$ cat src/rtl/bram_arbiter.sv
// Two-master round-robin arbiter in front of a single BRAM port (picorv32 native handshake).
// One clean handshake per grant; a forced IDLE cycle swallows the wrapper's trailing ready.
module bram_arbiter #(
  parameter int AW = 32
) (
  input  logic          clk,
  input  logic          rst,
  input  logic          m0_valid,
  output logic          m0_ready,
  input  logic [AW-1:0] m0_addr,
  input  logic [31:0]   m0_wdata,
  input  logic [3:0]    m0_wstrb,
  output logic [31:0]   m0_rdata,
  input  logic          m1_valid,
  output logic          m1_ready,
  input  logic [AW-1:0] m1_addr,
  input  logic [31:0]   m1_wdata,
  input  logic [3:0]    m1_wstrb,
  output logic [31:0]   m1_rdata,
  output logic          s_valid,
  input  logic          s_ready,
  output logic [AW-1:0] s_addr,
  output logic [31:0]   s_wdata,
  output logic [3:0]    s_wstrb,
  input  logic [31:0]   s_rdata,
  output logic          grant,
  output logic          busy
);

  typedef enum logic [1:0] {
    IDLE  = 2'd0,
    BUSY0 = 2'd1,
    BUSY1 = 2'd2
  } state_t;

  state_t r_state;
  state_t w_state_next;
  logic   r_last;
  logic   r_grant;
  logic   r_busy;
  logic   w_pick;

  always_ff @(posedge clk or posedge rst) begin
    if (rst) begin
      r_state <= IDLE;
      r_last  <= 1'b1;
      r_grant <= 1'b0;
      r_busy  <= 1'b0;
    end else begin
      r_state <= w_state_next;
      r_busy  <= (w_state_next != IDLE);
      if (r_state == IDLE && w_state_next != IDLE) begin
        r_last  <= w_pick;
        r_grant <= w_pick;
      end
    end
  end

  // Under contention the master that did not win last time goes next.
  always_comb begin
    w_pick       = 1'b0;
    w_state_next = r_state;
    if (m0_valid && m1_valid) begin
      w_pick = ~r_last;
    end else if (m1_valid) begin
      w_pick = 1'b1;
    end
    case (r_state)
      IDLE: begin
        if (m0_valid || m1_valid) begin
          w_state_next = w_pick ? BUSY1 : BUSY0;
        end
      end
      BUSY0, BUSY1: begin
        if (s_ready) begin
          w_state_next = IDLE;
        end
      end
      default: w_state_next = IDLE;
    endcase
  end

  // s_ready is only honoured in a BUSY state, so the stale pulse in IDLE is dropped.
  always_comb begin
    s_valid  = 1'b0;
    s_wstrb  = 4'h0;
    m0_ready = 1'b0;
    m1_ready = 1'b0;
    s_addr   = r_grant ? m1_addr : m0_addr;
    s_wdata  = r_grant ? m1_wdata : m0_wdata;
    case (r_state)
      BUSY0: begin
        s_valid  = 1'b1;
        s_wstrb  = m0_wstrb;
        m0_ready = s_ready;
      end
      BUSY1: begin
        s_valid  = 1'b1;
        s_wstrb  = m1_wstrb;
        m1_ready = s_ready;
      end
      default: begin
        s_valid = 1'b0;
      end
    endcase
  end

  assign m0_rdata = s_rdata;
  assign m1_rdata = s_rdata;
  assign grant    = r_grant;
  assign busy     = r_busy;

endmodule

$ cat config.mk
export PLATFORM = sky130hd
export DESIGN_NAME = bram_arbiter
export DESIGN_NICKNAME = d
export VERILOG_FILES = /design/src/rtl/bram_arbiter.sv
export SDC_FILE = /design/constraint.sdc
export NUM_CORES = 1
export LEC_CHECK = 0
export BUFFER_PORTS_ARGS = -buffer_cell sky130_fd_sc_hd__buf_2
export CAP_MARGIN = 20
export CORE_AREA = 2 2 120 122
export CTS_BUF_LIST = sky130_fd_sc_hd__clkbuf_4
export DETAILED_ROUTE_END_ITERATION = 6
export DIE_AREA = 0 0 122 124
export PLACE_DENSITY = 0.44
export SLEW_MARGIN = 5
export SYNTH_ARGS = -nofsm -noshare
export SYNTH_HDL_FRONTEND = slang
export SYNTH_SLANG_ARGS = --single-unit
$ cat constraint.sdc
create_clock -name clk -period 1.9 [get_ports clk]
set_input_delay 0.38 -clock clk [delete_from_list [all_inputs] [get_ports clk]]
set_output_delay 0.38 -clock clk [all_outputs]
set_load 0.1 [all_outputs]
Word-level counts from Yosys, hierarchy flattened --
Index checks and enable logic that the tools add are counted.
Operators by class: bitwise logic cells 1, reduce and logical (&&, ||, !) cells 6, equality and inequality tests 2, multiplexer cells 12
Operators with widths (number):
- 2-to-1 mux 32 bit | 2
- case mux 4 bit (2 select lines) | 1
- 2-to-1 mux 2 bit | 3
- 2-to-1 mux 1 bit | 5
- case mux 2 bit (2 select lines) | 1
- == test 2 x 1 -> 1 bit, second input constant | 1
- == test 2 bit, second input constant | 1
- logical AND 1 bit | 2
- zero test 2 bit | 1
- nonzero test 2 bit | 1
- OR reduction 2 bit | 1
- logical OR 1 bit | 1
- inverter 1 bit | 1
Word-level totals: flip-flop bits (word level) 5, output and inout bits 137

Depth between registers and ports, before layout --
Gate-level depths: netlist of run 1.
depth after elaboration 7, depth in mapped cells 6

Worst setup path before layout of run 1 --
No wires, ideal clock.
path type reg-to-output, start point register r_state[0], end point output port s_wstrb[0], slack -1.296 ns, cell stages (with the launch flop) 4, path buffers 0, data required time 1.520 ns, data arrival time 2.816 ns, cells stage by stage dfrtp_1 > inv_1 > ha_1 > nor2b_1
On the way: cells in the longest elaborated chain, start to end 2
Ends and longest elaborated chain:
- from (decl) | line 36 | state_t r_state;
- from (signal assigned) | line 50 | r_state <= w_state_next;
- == test 2 bit / == test 2 x 1 -> 1 bit (equally long branches) | line 91 | case (r_state)
- case mux 4 bit (2 select lines) (*) | line 91
- to (decl) | line 24 | output logic [3:0] s_wstrb,
Every way passes the cells marked *; elsewhere a longest branch is shown, timed or not.

Worst setup path in the final report of run 1 --
start point register r_grant, in the netlist grant, end point output port s_addr[29]
On the way: cells in the longest elaborated chain, start to end 1
Ends and longest elaborated chain:
- from (decl) | line 39 | logic r_grant;
- from (signal assigned) | line 54 | r_grant <= w_pick;
- 2-to-1 mux 32 bit | line 89 | s_addr = r_grant ? m1_addr : m0_addr;
- to (decl) | line 22 | output logic [AW-1:0] s_addr,
Every way passes these cells.

==> impl_metrics.toml, run 1 <==
[floorplanning]
die_w_um = 122
die_h_um = 124
core_area_um2 = 13700
rows = 43
design.die.area_um2 = 15100
start_util = 0.134
io_pins = 310

[timing]
setup_viol = 0
final_max_slew_viol_count = 0
slew_headroom = 0.671
rsz0062_at_grt = "true"
tightest_slew_ns = 0.498
timing_hold_violations_final = 0
fin_skew_ns = 0.000668
fin_crit_sh = 0.990
setup_ws_ns = 0.0191
fmax_mhz = 532
finalCriticalPeriod_ns = 1.88

[route]
drt-total-wl_um = 6640
vias_per_cell = 3.64
drt_iter0_drc = 24
vias = 1856
drtAntennaViolNets = 0
drt-pass1-iter-count = 4
drc = 0
wl_per_cell_um = 13.0

[setup_path]
ff2ff_path_depth = 6
r2r-end = "grant"
crit_arrival_ns = 1.50
end_kind = "output pin"
crit_type = "reg2out"
crit_start = "grant"
worstPathMaxFanout = 20
r2r-start = "r_state[0]"
worstSetupEndpoint = "s_addr[29]"
crit_required_ns = 1.52
ff2ff_setup_slack_ns = 0.41
worst_setup_path_start_kind = "register"

[power]
p_leak_nw = 1.91
pwr_density_cell_nw_per_um2 = 2100
irDropWorstVdd_mv = 0.881
power_w = 0.00808

[final_layout]
utilization = 0.280
layout_common_cells = "buf_2 (141), buf_12 (74), mux2_4 (49)"
drive_gt1_frac = 0.930
syn2layout_area_growth_pct = 110
nFillCells = 1424
final_area_um2 = 3850
finalNetCount = 508
final_cells = 510
antenna_cells = 0
final_common_cell = "buf_2"

[global_routing]
use_met1 = 0.0877
globalRouteMet2Util = 0.130
grt_pass1_vias = 1881
antenna_found_initial = 0
grt_use_met3 = 0.0408
grt_util_all_layers = 0.0767
gr-total-overflow = 0
grt-busiest-layer = "met2"
grt_pass1_wl_um = 9380
grt_max_degree = 24

[synthesis]
synth_compound_area_frac = 0.0430
avgSynthCellArea_um2 = 10.3
netlist_area_um2 = 1830
ys_seq_area_frac = 0.0689
synth_cells = 178
synth_mux_area_frac = 0.493
ys_warn_count = 0
synth.distinct_cells = 21
synthAdderAreaFrac = 0.0273
synth-seq-cells = 5
synth-simple-area-share = 0.0600
synth.net_count = 355
synthXorXnorAreaFrac = 0
synth_top_family_by_area = "multiplexers"

[clock_tree]
tritoncts = "yes"
cts_max_path_buffers = 2
htreeDepth = 1
cts_buffers = 3
numClockSinks = 5
hold_buffers = 0
clk_latency_ns = 0.24
cts_root_buffer = "clkbuf_4"
cts.clk_slew.worst_paths_ns = 0.04

[placed_design]
numPortBuffers = 213
dpl.cell_count = 504
place_ws_ns = 0.149
gp_congestion = 0.700
dpl.hpwl_um = 5850
placedInstanceArea_um2 = 3750

[worst_hold_path]
hp-class = "in2async"

[run_status]
status = "finished clean"

[run]
maxCapViolations = 0
[worst max-delay path, stage by stage, from the launching register on]
cell	delay, ns
dfrtp_4	0.54
buf_12	0.19
mux2_4	0.33
buf_12	0.17
[through the flow]
step | hold slack [ns] | TNS [ns]
6_report | 0.0290 | 0
5_1_grt | 0.0350 | -1.46
4_1_cts | 0.0334 | -0.0128
3_5_place_dp | 0.293 | 0
3_3_place_gp | 0.295 | 0
2_1_floorplan | 0.158 | -0.104
[routing by layer]
layer / part of all wire / wire (um)
met2: 0.49 / 3220
met3: 0.16 / 1040
met4: 0.0041 / 27
met5: 0 / 0
met1: 0.35 / 2350
[state kept, by name (all words and copies together), names as in the netlist]
| signal | flops |
|---|---|
| busy | 1 |
| r_state | 2 |
| r_last | 1 |
| grant | 1 |
[power by group]
group	switching [W]	leakage, nW	internal [W]	total, W
logic	0.00471	1.83	0.00297	0.00768
clock network	0.0000423	0.0184	0.0000935	0.000136
registers	0.0000873	0.0563	0.000177	0.000264
total	0.00484	1.91	0.00324	0.00808
[final cells by class]
cell class	count	area [um^2]	share of cell area
Inverter	3	11.3	0.00293
Multi-Input combinational cell	99	1230	0.320
Timing Repair Buffer	219	2220	0.576
Sequential cell	5	133	0.0345
Clock buffer	4	30.0	0.00780
Tap cell	180	225	0.0585
[Yosys cell counts (all sizes together)]
library cell | n | area [um^2]
a21oi | 3 | 15.0
a22oi | 5 | 37.5
a31oi | 2 | 12.5
and2 | 3 | 18.8
buf | 71 | 553
dfrtp | 4 | 100
dfstp | 1 | 26.3
ha | 4 | 50.1
inv | 3 | 11.3
mux2 | 64 | 905
nand2 | 5 | 18.8
nor2 | 1 | 3.75
nor2b | 8 | 57.6
nor3 | 1 | 5.00
o21ai | 2 | 13.8
or2 | 1 | 6.26
[how the worst min path moves through the flow]
stage	slack, ns	from	endpoint	cells past startpoint
final	0.03	rst	grant	2
after global routing	0.03	rst	busy	2
after CTS	0.03	rst	r_state[1]	2
after detailed placement	0.29	rst	busy	2
after global placement	0.29	rst	busy	2
after floorplan	0.16	rst	busy	1
[what timing repair did]
action / 4_1_cts / 5_1_grt
setup buffers: 2 / 0
resized for setup: 6 / 5
endpoints found under the setup margin: 57 / 63
[logic make-up after synthesis]
family	count (synthesis)
mux	64
simple gates	19
compound gates	12
buf+inv	74
flops	5
fa+ha+maj	4
No activity file was read; power rests on OpenSTA's default activity.
==> run 2: changes to the inputs <==
--- a/config.mk
+++ b/config.mk
@@ -7,11 +7,11 @@
 export LEC_CHECK = 0
 export BUFFER_PORTS_ARGS = -buffer_cell sky130_fd_sc_hd__buf_2
 export CAP_MARGIN = 20
-export CORE_AREA = 2 2 120 122
+export CORE_AREA = 3 3 118 120
 export CTS_BUF_LIST = sky130_fd_sc_hd__clkbuf_4
 export DETAILED_ROUTE_END_ITERATION = 6
-export DIE_AREA = 0 0 122 124
-export PLACE_DENSITY = 0.44
+export DIE_AREA = 0 0 121 123
+export PLACE_DENSITY = 0.46
 export SLEW_MARGIN = 5
 export SYNTH_ARGS = -nofsm -noshare
 export SYNTH_HDL_FRONTEND = slang
==> impl_metrics.toml, run 2 (synthesis results as in run 1) <==
[timing]
rsz0062_at_grt = "true"
fin_crit_sh = 1.03
setup_ws_ns = -0.0556
slew_headroom = 0.675
fmax_mhz = 511
fin_skew_ns = 0.00540
timing_hold_violations_final = 0
finalCriticalPeriod_ns = 1.96
tightest_slew_ns = 0.491
setup_viol = 42
final_max_slew_viol_count = 0
fin_hold_ws_ns = 0.0241

[clock_tree]
cts_buffers = 3
cts_max_path_buffers = 2
cts_root_buffer = "clkbuf_4"
cts.clk_slew.worst_paths_ns = 0.04
tritoncts = "yes"
clk_latency_ns = 0.25
htreeDepth = 1
numClockSinks = 5

[setup_path]
worstPathMaxFanout = 6
ff2ff_setup_slack_ns = 0.38
end_kind = "output pin"
slowest_delay_ns = 0.52
crit_slowest_cell = "dfrtp_4"
crit_type = "reg2out"
cp_cell_sequence = "buf_12 -> buf_16 -> mux2_4 -> buf_12"
crit_arrival_ns = 1.58
path_common_cell = "buf_12"
r2r-end = "grant"
ff2ff_path_depth = 6
crit_required_ns = 1.52
r2r-start = "r_state[1]"
worst_setup_path_start_kind = "register"

[global_routing]
grt_pass1_vias = 1987
grt_util_all_layers = 0.0963
grt_max_degree = 16
gr-total-overflow = 0
antenna_found_initial = 0
grt_pass1_wl_um = 11000

[route]
drt-pass1-iter-count = 4
drtAntennaViolNets = 0
wl_per_cell_um = 15.7
vias = 1923
vias_per_cell = 3.75
drt_iter0_drc = 25
drc = 0
drt-total-wl_um = 8060

[power]
p_leak_nw = 2.00
switching_power_w = 0.00496
power.internal_w = 0.00357
pwr_density_cell_nw_per_um2 = 2120
clockPowerShare = 0.016
pwr-share-comb = 0.955
irDropWorstVdd_mv = 0.776
switching_share = 0.582
power.share.sequential = 0.028
power_w = 0.00852

[final_layout]
largest_register = "r_state"
layout_common_cells = "buf_2 (141), buf_12 (74), mux2_4 (53)"
drive_gt1_frac = 0.929
seqCellArea_um2 = 133
final_cells = 513
syn2layout_area_growth_pct = 119
multi_input_area_um2 = 1250
nFillCells = 1329
finalNetCount = 515
antenna_cells = 0
final_common_cell = "buf_2"
largest_reg_flops = 2

[floorplanning]
start_util = 0.140
die_h_um = 123
die_w_um = 121
io_pins = 310
core_area_um2 = 13100
design.die.area_um2 = 14900
rows = 42

[placed_design]
dpl.cell_count = 500
gp_congestion = 0.817
numPortBuffers = 213
dpl.hpwl_um = 6700

[run_status]
violations = "negative setup slack"
status = "complete, but fails checks"

[worst_hold_path]
hp-class = "in2async"

[run]
maxCapViolations = 0
-- run 2: power groups by stage --
stage | Sequential [W] | Combinational [W] | Clock, W
5_1_grt | 0.000257 | 0.00839 | 0.000158
3_3_place_gp | 0.000258 | 0.00760 | 0
3_5_place_dp | 0.000262 | 0.00764 | 0
4_1_cts | 0.000235 | 0.00811 | 0.000143
2_1_floorplan | 0.000365 | 0.00568 | 0
6_report | 0.000243 | 0.00814 | 0.000139
-- run 2: area by class of cell --
class,count,area share
well taps,176,0.0547
flip-flops and latches,5,0.0330
multi-input cells,99,0.310
clock buffers,4,0.00747
inverters,3,0.00280
repair buffers,226,0.592
-- run 2: how the worst max path moves through the flow --
stage / from / to / slack (ns) / cells past startpoint
floorplan: r_state[0] / s_wstrb[0] / -0.03 / 3
global placement: grant / s_wdata[3] / 0.20 / 3
detailed placement: grant / s_wdata[9] / 0.18 / 3
CTS: grant / s_wdata[9] / -0.08 / 4
global route: grant / s_addr[28] / -0.11 / 4
finish: grant / s_addr[28] / -0.06 / 4
-- run 2: layer usage --
metal,track usage,vias up,routed length (um)
li1,-,870,-
met1,0.108,867,2950
met2,0.169,177,4000
met3,0.0480,9,1050
met4,0.0142,0,62
met5,0,-,0
-- run 2: repair_timing --
item	in CTS	in global routing
setup buffers	5	1
setup endpoints to repair	55	62
hold buffers	0	0
resized for setup	10	12
gates cloned	3	1
-- run 2: stage by stage --
step	utilization	setup TNS (ns)	cell area [um^2]	setup WS [ns]
floorplan	-	-0.104	1880	-0.0260
global placement	0.287	0	3750	0.204
detailed placement	0.287	0	3750	0.182
CTS	0.302	-3.67	3950	-0.0848
global route	0.307	-4.16	4020	-0.113
finish	0.307	-1.42	4020	-0.0556
-- run 2: worst max-delay path: cells and delay by family (launching register included) --
kind                   cells  cell delay [ns]
DFF                        1             0.52
buffers and inverters      3             0.48
muxes                      1             0.32
